[src/rtl/det010_rr_sched_if.sv]
// Bus between the serial requesters / readback logic and the shared
// 0-1-0 detector scheduler. The requester side drives bits, requests and
// clears. The scheduler side returns grants, match pulses and counter values.
interface det010_rr_sched_if #(
    parameter int N_CH  = 4,
    parameter int CNT_W = 8
);
    localparam int IDX_W = $clog2(N_CH);

    logic [N_CH-1:0]  req;
    logic [N_CH-1:0]  bit_in;
    logic [N_CH-1:0]  clr;
    logic [N_CH-1:0]  gnt;
    logic             match_valid;
    logic [IDX_W-1:0] match_ch;
    logic [IDX_W-1:0] rd_sel;
    logic [CNT_W-1:0] rd_cnt;

    modport master (
        output req, bit_in, clr, rd_sel,
        input  gnt, match_valid, match_ch, rd_cnt
    );

    modport slave (
        input  req, bit_in, clr, rd_sel,
        output gnt, match_valid, match_ch, rd_cnt
    );
endinterface

[src/rtl/det010_rr_sched.sv]
// Time-shared 0-1-0 serial pattern detector. Each channel keeps a 2-bit
// detector context and a saturating match counter. A round-robin arbiter
// picks one requesting channel per cycle. A single next-state/match
// datapath, muxed by the grant index, advances that channel's context.
module det010_rr_sched #(
    parameter int N_CH  = 4,
    parameter int CNT_W = 8
) (
    input logic               clock,
    input logic               reset_L,
    det010_rr_sched_if.slave  bus
);
    localparam int IDX_W = $clog2(N_CH);
    localparam logic [CNT_W-1:0] CNT_MAX = '1;

    typedef enum logic [1:0] {
        IDLE = 2'b00,   // no progress
        S0   = 2'b01,   // last bit 0
        S01  = 2'b10,   // last bits 0,1
        S010 = 2'b11    // last bits 0,1,0 (match)
    } ctx_t;

    // Detector transition for one accepted bit; overlapping matches allowed.
    function automatic ctx_t next_ctx(input ctx_t cur, input logic b);
        case (cur)
            IDLE:    return b ? IDLE : S0;
            S0:      return b ? S01  : S0;
            S01:     return b ? IDLE : S010;
            S010:    return b ? S01  : S0;
            default: return IDLE;
        endcase
    endfunction

    // Channel index arithmetic modulo N_CH (N_CH need not be a power of two).
    function automatic logic [IDX_W-1:0] wrap_add(input logic [IDX_W-1:0] base, input int off);
        int s;
        s = int'(base) + off;
        if (s >= N_CH) s = s - N_CH;
        return IDX_W'(s);
    endfunction

    ctx_t             ctx [N_CH];
    logic [CNT_W-1:0] cnt [N_CH];
    logic [IDX_W-1:0] ptr;
    logic [N_CH-1:0]  eligible;
    logic             gnt_any;
    logic [IDX_W-1:0] gnt_idx;
    ctx_t             nxt;
    logic             hit;
    logic             match_valid_q;
    logic [IDX_W-1:0] match_ch_q;

    // A channel being cleared this cycle does not compete for the detector.
    assign eligible = bus.req & ~bus.clr;

    // Round-robin search: first eligible channel at or after ptr, wrapping.
    always_comb begin
        // NOTE: every combinational output gets a default before the loop so no path leaves it unassigned (no latch).
        gnt_any = 1'b0;
        gnt_idx = '0;
        for (int i = 0; i < N_CH; i++) begin
            if (!gnt_any && eligible[wrap_add(ptr, i)]) begin
                gnt_any = 1'b1;
                gnt_idx = wrap_add(ptr, i);
            end
        end
    end

    // One-hot grant, held off entirely while reset is asserted.
    always_comb begin
        bus.gnt = '0;
        if (gnt_any && reset_L) bus.gnt[gnt_idx] = 1'b1;
    end

    // Shared datapath: the granted channel's context and bit only.
    assign nxt = next_ctx(ctx[gnt_idx], bus.bit_in[gnt_idx]);
    assign hit = gnt_any && (nxt == S010);

    // Per-channel context/counter update, pointer advance and match pulse.
    always_ff @(posedge clock or negedge reset_L) begin
        if (!reset_L) begin
            // NOTE: the context and counter arrays are a handful of flops, not RAM, and must start clean, so they take the async reset.
            for (int i = 0; i < N_CH; i++) begin
                ctx[i] <= IDLE;
                cnt[i] <= '0;
            end
            ptr           <= '0;
            match_valid_q <= 1'b0;
            match_ch_q    <= '0;
        end else begin
            // NOTE: non-blocking assignments so every register samples pre-edge values, whatever the statement order.
            match_valid_q <= hit;
            if (hit) match_ch_q <= gnt_idx;
            if (gnt_any) begin
                ctx[gnt_idx] <= nxt;
                ptr          <= wrap_add(gnt_idx, 1);
                if (hit && (cnt[gnt_idx] != CNT_MAX))
                    cnt[gnt_idx] <= cnt[gnt_idx] + CNT_W'(1);
            end
            // A cleared channel is never granted, so this cannot collide with the update above.
            for (int i = 0; i < N_CH; i++) begin
                if (bus.clr[i]) begin
                    ctx[i] <= IDLE;
                    cnt[i] <= '0;
                end
            end
        end
    end

    assign bus.match_valid = match_valid_q;
    assign bus.match_ch    = match_ch_q;
    assign bus.rd_cnt      = (int'(bus.rd_sel) < N_CH) ? cnt[bus.rd_sel] : '0;
endmodule

[src/flat_wrapper.sv]
// flat-port wrapper written by rule: the top's interface ports become plain ports
module det010_rr_sched_flat 
#(
    parameter int N_CH  = 4,
    parameter int CNT_W = 8
)
  (clock, reset_L, bus_req, bus_bit_in, bus_clr, bus_rd_sel, bus_gnt, bus_match_valid, bus_match_ch, bus_rd_cnt);
  det010_rr_sched_if #(.N_CH(N_CH), .CNT_W(CNT_W)) bus_i ();
  input logic clock;
  input logic reset_L;
  input wire logic [$bits(bus_i.req)-1:0] bus_req;
  input wire logic [$bits(bus_i.bit_in)-1:0] bus_bit_in;
  input wire logic [$bits(bus_i.clr)-1:0] bus_clr;
  input wire logic [$bits(bus_i.rd_sel)-1:0] bus_rd_sel;
  output wire logic [$bits(bus_i.gnt)-1:0] bus_gnt;
  output wire logic [$bits(bus_i.match_valid)-1:0] bus_match_valid;
  output wire logic [$bits(bus_i.match_ch)-1:0] bus_match_ch;
  output wire logic [$bits(bus_i.rd_cnt)-1:0] bus_rd_cnt;
  assign bus_i.req = bus_req;
  assign bus_i.bit_in = bus_bit_in;
  assign bus_i.clr = bus_clr;
  assign bus_i.rd_sel = bus_rd_sel;
  assign bus_gnt = bus_i.gnt;
  assign bus_match_valid = bus_i.match_valid;
  assign bus_match_ch = bus_i.match_ch;
  assign bus_rd_cnt = bus_i.rd_cnt;
  det010_rr_sched #(.N_CH(N_CH), .CNT_W(CNT_W)) u_core (.clock(clock), .reset_L(reset_L), .bus(bus_i));
endmodule
[config.mk]
export PLATFORM = sky130hd
export DESIGN_NAME = det010_rr_sched_flat
export DESIGN_NICKNAME = d
export VERILOG_FILES = /design/src/rtl/det010_rr_sched_if.sv /design/src/rtl/det010_rr_sched.sv /design/src/flat_wrapper.sv
export SDC_FILE = /design/constraint.sdc
export NUM_CORES = 1
export LEC_CHECK = 0
export ABC_AREA = 1
export BUFFER_PORTS_ARGS = -buffer_cell sky130_fd_sc_hd__buf_2
export CORE_MARGIN = 2
export CORE_UTILIZATION = 35
export DETAILED_ROUTE_END_ITERATION = 6
export PLACE_DENSITY_LB_ADDON = 0.05
export SETUP_SLACK_MARGIN = 0.02
export SLEW_MARGIN = 20
export SYNTH_ARGS = -nofsm -noshare
export SYNTH_HDL_FRONTEND = slang
export SYNTH_SLANG_ARGS = --single-unit
[constraint.sdc]
create_clock -name clock -period 4.1 [get_ports clock]
set_input_delay 0.41 -clock clock [delete_from_list [all_inputs] [get_ports clock]]
set_output_delay 0.41 -clock clock [all_outputs]
set_load 0.02 [all_outputs]
==> qor.yml <==
cells_and_area:
  finalNetCount: 535
  syn_to_final_growth_pct: 9.730
  drive_gt1_frac: 0.1767
  final_core_util: 0.3979
  final_cell_mix: "152 x nand2_1, 86 x nand3_1, 51 x inv_1"
  fin_area_um2: 3711
  fillerInstances: 1013
  num_antenna_cells: 0
  final_common_cell: "nand2_1"
global_routing:
  grt_max_degree: 47
  grt_use_met1: 0.3183
  grt_use_total: 0.2089
  overflow: 0
  use_met3: 0.02531
  met2_usage: 0.3173
  grt_pass1_vias: 3101
  grt_pass1_wl_um: 16640
  gr-max-usage-layer: "met1"
  antenna_found_initial: 0
logic_synthesis:
  ys_ff_latch: 45
  synth_top_cell_area_share: 0.3330
  yosysSeqAreaShare: 0.3330
  synth_async_sr_flop_share: 1.000
  synth-main-ff-cell: "dfrtp_1"
  synth_edf_count: 0
  ys_warn_count: 0
  synth_top_area_cell: "dfrtp_1"
  syn-num-nets: 510
  postSynthCellCount: 489
  ys_types: 33
  postSynthAreaPerCell_um2: 6.916
  synth_area_um2: 3382
  ys_top_cells_by_area: "dfrtp_1 33%, nand2_1 17%, nand3_1 13%"
critical_path:
  path_common_cell: "nand2_1"
  critPathRequiredTime_ns: 4.36
  critPathLaunchType: "flop"
  path_class: "reg2reg"
  reg2reg_depth: 21
  critPathLaunch: "u_core.ptr[0]$_DFFE_PN0P_"
  cpPeakStageDelay_ns: 0.62
  worstSetupEndpointType: "flop"
  cp-endpoint: "u_core.cnt[4]$_DFFE_PN0P_"
  path_cells: "inv_6 > nand3_2 > nand3_1 > nand2_1 > nand2_2 > nor2_2 > nand2_4 > nand2_4 > nand2_4 > nand2_1 > o21ai_0 > nand2_1 > nand2_1 > ha_1 > nand3_1 > nor2_2 > nand2_4 > nand2_8 > nor2_2 > nand2_1 > nand2_1"
  worst_path_max_delay_cell: "dfrtp_1"
  critPathArrivalTime_ns: 3.71
  critPathMaxFanout: 25
  regToRegSetupSlack_ns: 0.65
  reg2reg_from: "u_core.ptr[0]$_DFFE_PN0P_"
  r2r_end: "u_core.cnt[4]$_DFFE_PN0P_"
floorplan:
  initial_core_util: 0.3626
  die_w_um: 102.3
  core_area_um2: 9328
  die_h_um: 102.3
  num_rows: 35
  ios: 31
  die-area_um2: 10470
min_path:
  holdCritPathClass: "in2async"
timing:
  setup_viol: 0
  slew_headroom: 0.5159
  worst_slew_pin_slew_ns: 0.7253
  finalSetupTns_ns: 0
  finalMaxSlewViolations: 0
  layout_min_cycle_time_ns: 3.450
  rsz0062_at_grt: "false"
  hold_viol: 0
  fmax_ghz: 0.2899
  period_share: 0.8414
  fin_skew_ns: 0.01762
power:
  clkPwrFrac: 0.096
  intPower_mw: 1.391
  share_comb_of_total_power: 0.719
  power_density_nw_per_um2: 899.6
  power.leakage_nw: 1.872
  sequentialPowerShare: 0.185
  peakVddDrop_uv: 329.7
  sw_frac_of_total: 0.5835
  net-switching-power_mw: 1.948
outcome:
  status: "complete, no violations"
clock_network:
  cts_made_buffers: 5
  cts.clk_slew.worst_paths_ns: 0.10
  ctsResizeCount: 0
  clockRootBuffer: "clkbuf_8"
  clock_sinks: 45
  clkLatencyLatePin_ns: 0.31
  cts.htree.levels: 2
  tritoncts: "yes"
  cts_hold_buf: 0
  cts_setup_buffers: 0
  clockBufferDepth: 2
route:
  drc: 0
  drtIter0Drc: 184
  dr.pass1.iters: 4
  ant_nets: 0
  vias: 3266
  wire_per_inst_um: 15.75
  routed_wl_um: 10140
  routed_via_density: 5.071
place:
  gp_congestion: 0.8618
  dpl_cell_area_um2: 3610
  hpwlAfterDp_um: 7511
  portBuffers: 30
flow_run:
  maxCapViolCount: 0
[critical path: cells and delay by family (launching register included)]
family | cells | cell delay, ns
simple gates | 18 | 2.36
flops | 1 | 0.62
fa+ha+maj | 1 | 0.22
compound gates | 1 | 0.09
buf+inv | 1 | 0.08
[cell type report]
class | count | area, um2 | area share
multi-input combinational | 368 | 1901 | 0.5121
clock inverter | 1 | 5.005 | 0.001349
clock buffer | 7 | 96.34 | 0.02596
tap | 129 | 161.4 | 0.04349
inverter | 57 | 219.0 | 0.05900
sequential | 45 | 1126 | 0.3034
timing repair buffer | 37 | 202.7 | 0.05462
[metrics by stage]
step           hold WS [ns]  power, mW  std cells  setup WS (ns)
6_report             0.1915      3.338        644         0.6502
5_1_grt              0.2585      3.662        644         0.2358
4_1_cts              0.2097      3.344        644         0.6171
3_5_place_dp         0.4995      3.016        636         0.5835
3_3_place_gp         0.4927      3.016        636         0.6727
2_1_floorplan        0.1144      2.470        489          1.323
[power groups by stage]
stage               clock network (mW)  registers [mW]  logic (mW)
finish                           0.321           0.617        2.40
detailed placement                   0           0.624        2.39
global placement                     0           0.626        2.39
floorplan                            0           0.599        1.87
global route                     0.346           0.630        2.69
CTS                              0.328           0.616        2.40
[synth_stat cells (5+ instances only)]
cell type / count
a21oi_1: 28
buf_2: 7
buf_6: 5
dfrtp_1: 45
ha_1: 5
inv_1: 51
inv_2: 5
nand2_1: 152
nand2_2: 9
nand3_1: 86
nand3_2: 8
nand3b_1: 8
nand4_1: 5
nor2_1: 15
nor2_2: 6
o21ai_0: 17
o22ai_1: 8
[state kept, by name, summed over array words and instances, names as in the netlist]
name / cells
u_core.bus.match_valid: 1
u_core.ctx: 8
u_core.ptr: 2
u_core.cnt: 32
u_core.bus.match_ch: 2
[worst min-delay path by stage]
| stage | to | slack (ns) |
|---|---|---|
| 6_report | u_core.ctx[7]$_DFFE_PN0P_ | 0.19 |
| 2_1_floorplan | u_core.bus.match_ch[0]$_DFFE_PN0P_ | 0.11 |
| 4_1_cts | u_core.ctx[6]$_DFFE_PN0P_ | 0.21 |
| 3_3_place_gp | u_core.cnt[8]$_DFFE_PN0P_ | 0.49 |
| 5_1_grt | u_core.ctx[7]$_DFFE_PN0P_ | 0.26 |
| 3_5_place_dp | u_core.cnt[8]$_DFFE_PN0P_ | 0.50 |
[routing by layer]
| metal | share of wire | vias up | wire length (um) |
|---|---|---|---|
| li1 | - | 1646 | - |
| met1 | 0.52 | 1544 | 5307 |
| met2 | 0.43 | 68 | 4328 |
| met3 | 0.040 | 8 | 403 |
| met4 | 0.0099 | 0 | 100 |
| met5 | 0 | - | 0 |
[cell families after synthesis]
group                    Yosys count  synth area share
adder cells (fa/ha/maj)            5           0.01850
AO/OA/AOI/OAI                     60           0.09878
buffers and inverters             76            0.1051
flip-flops                        45            0.3330
AND/OR/NAND/NOR                  303            0.4447
Power figures use the tool's default switching activity.
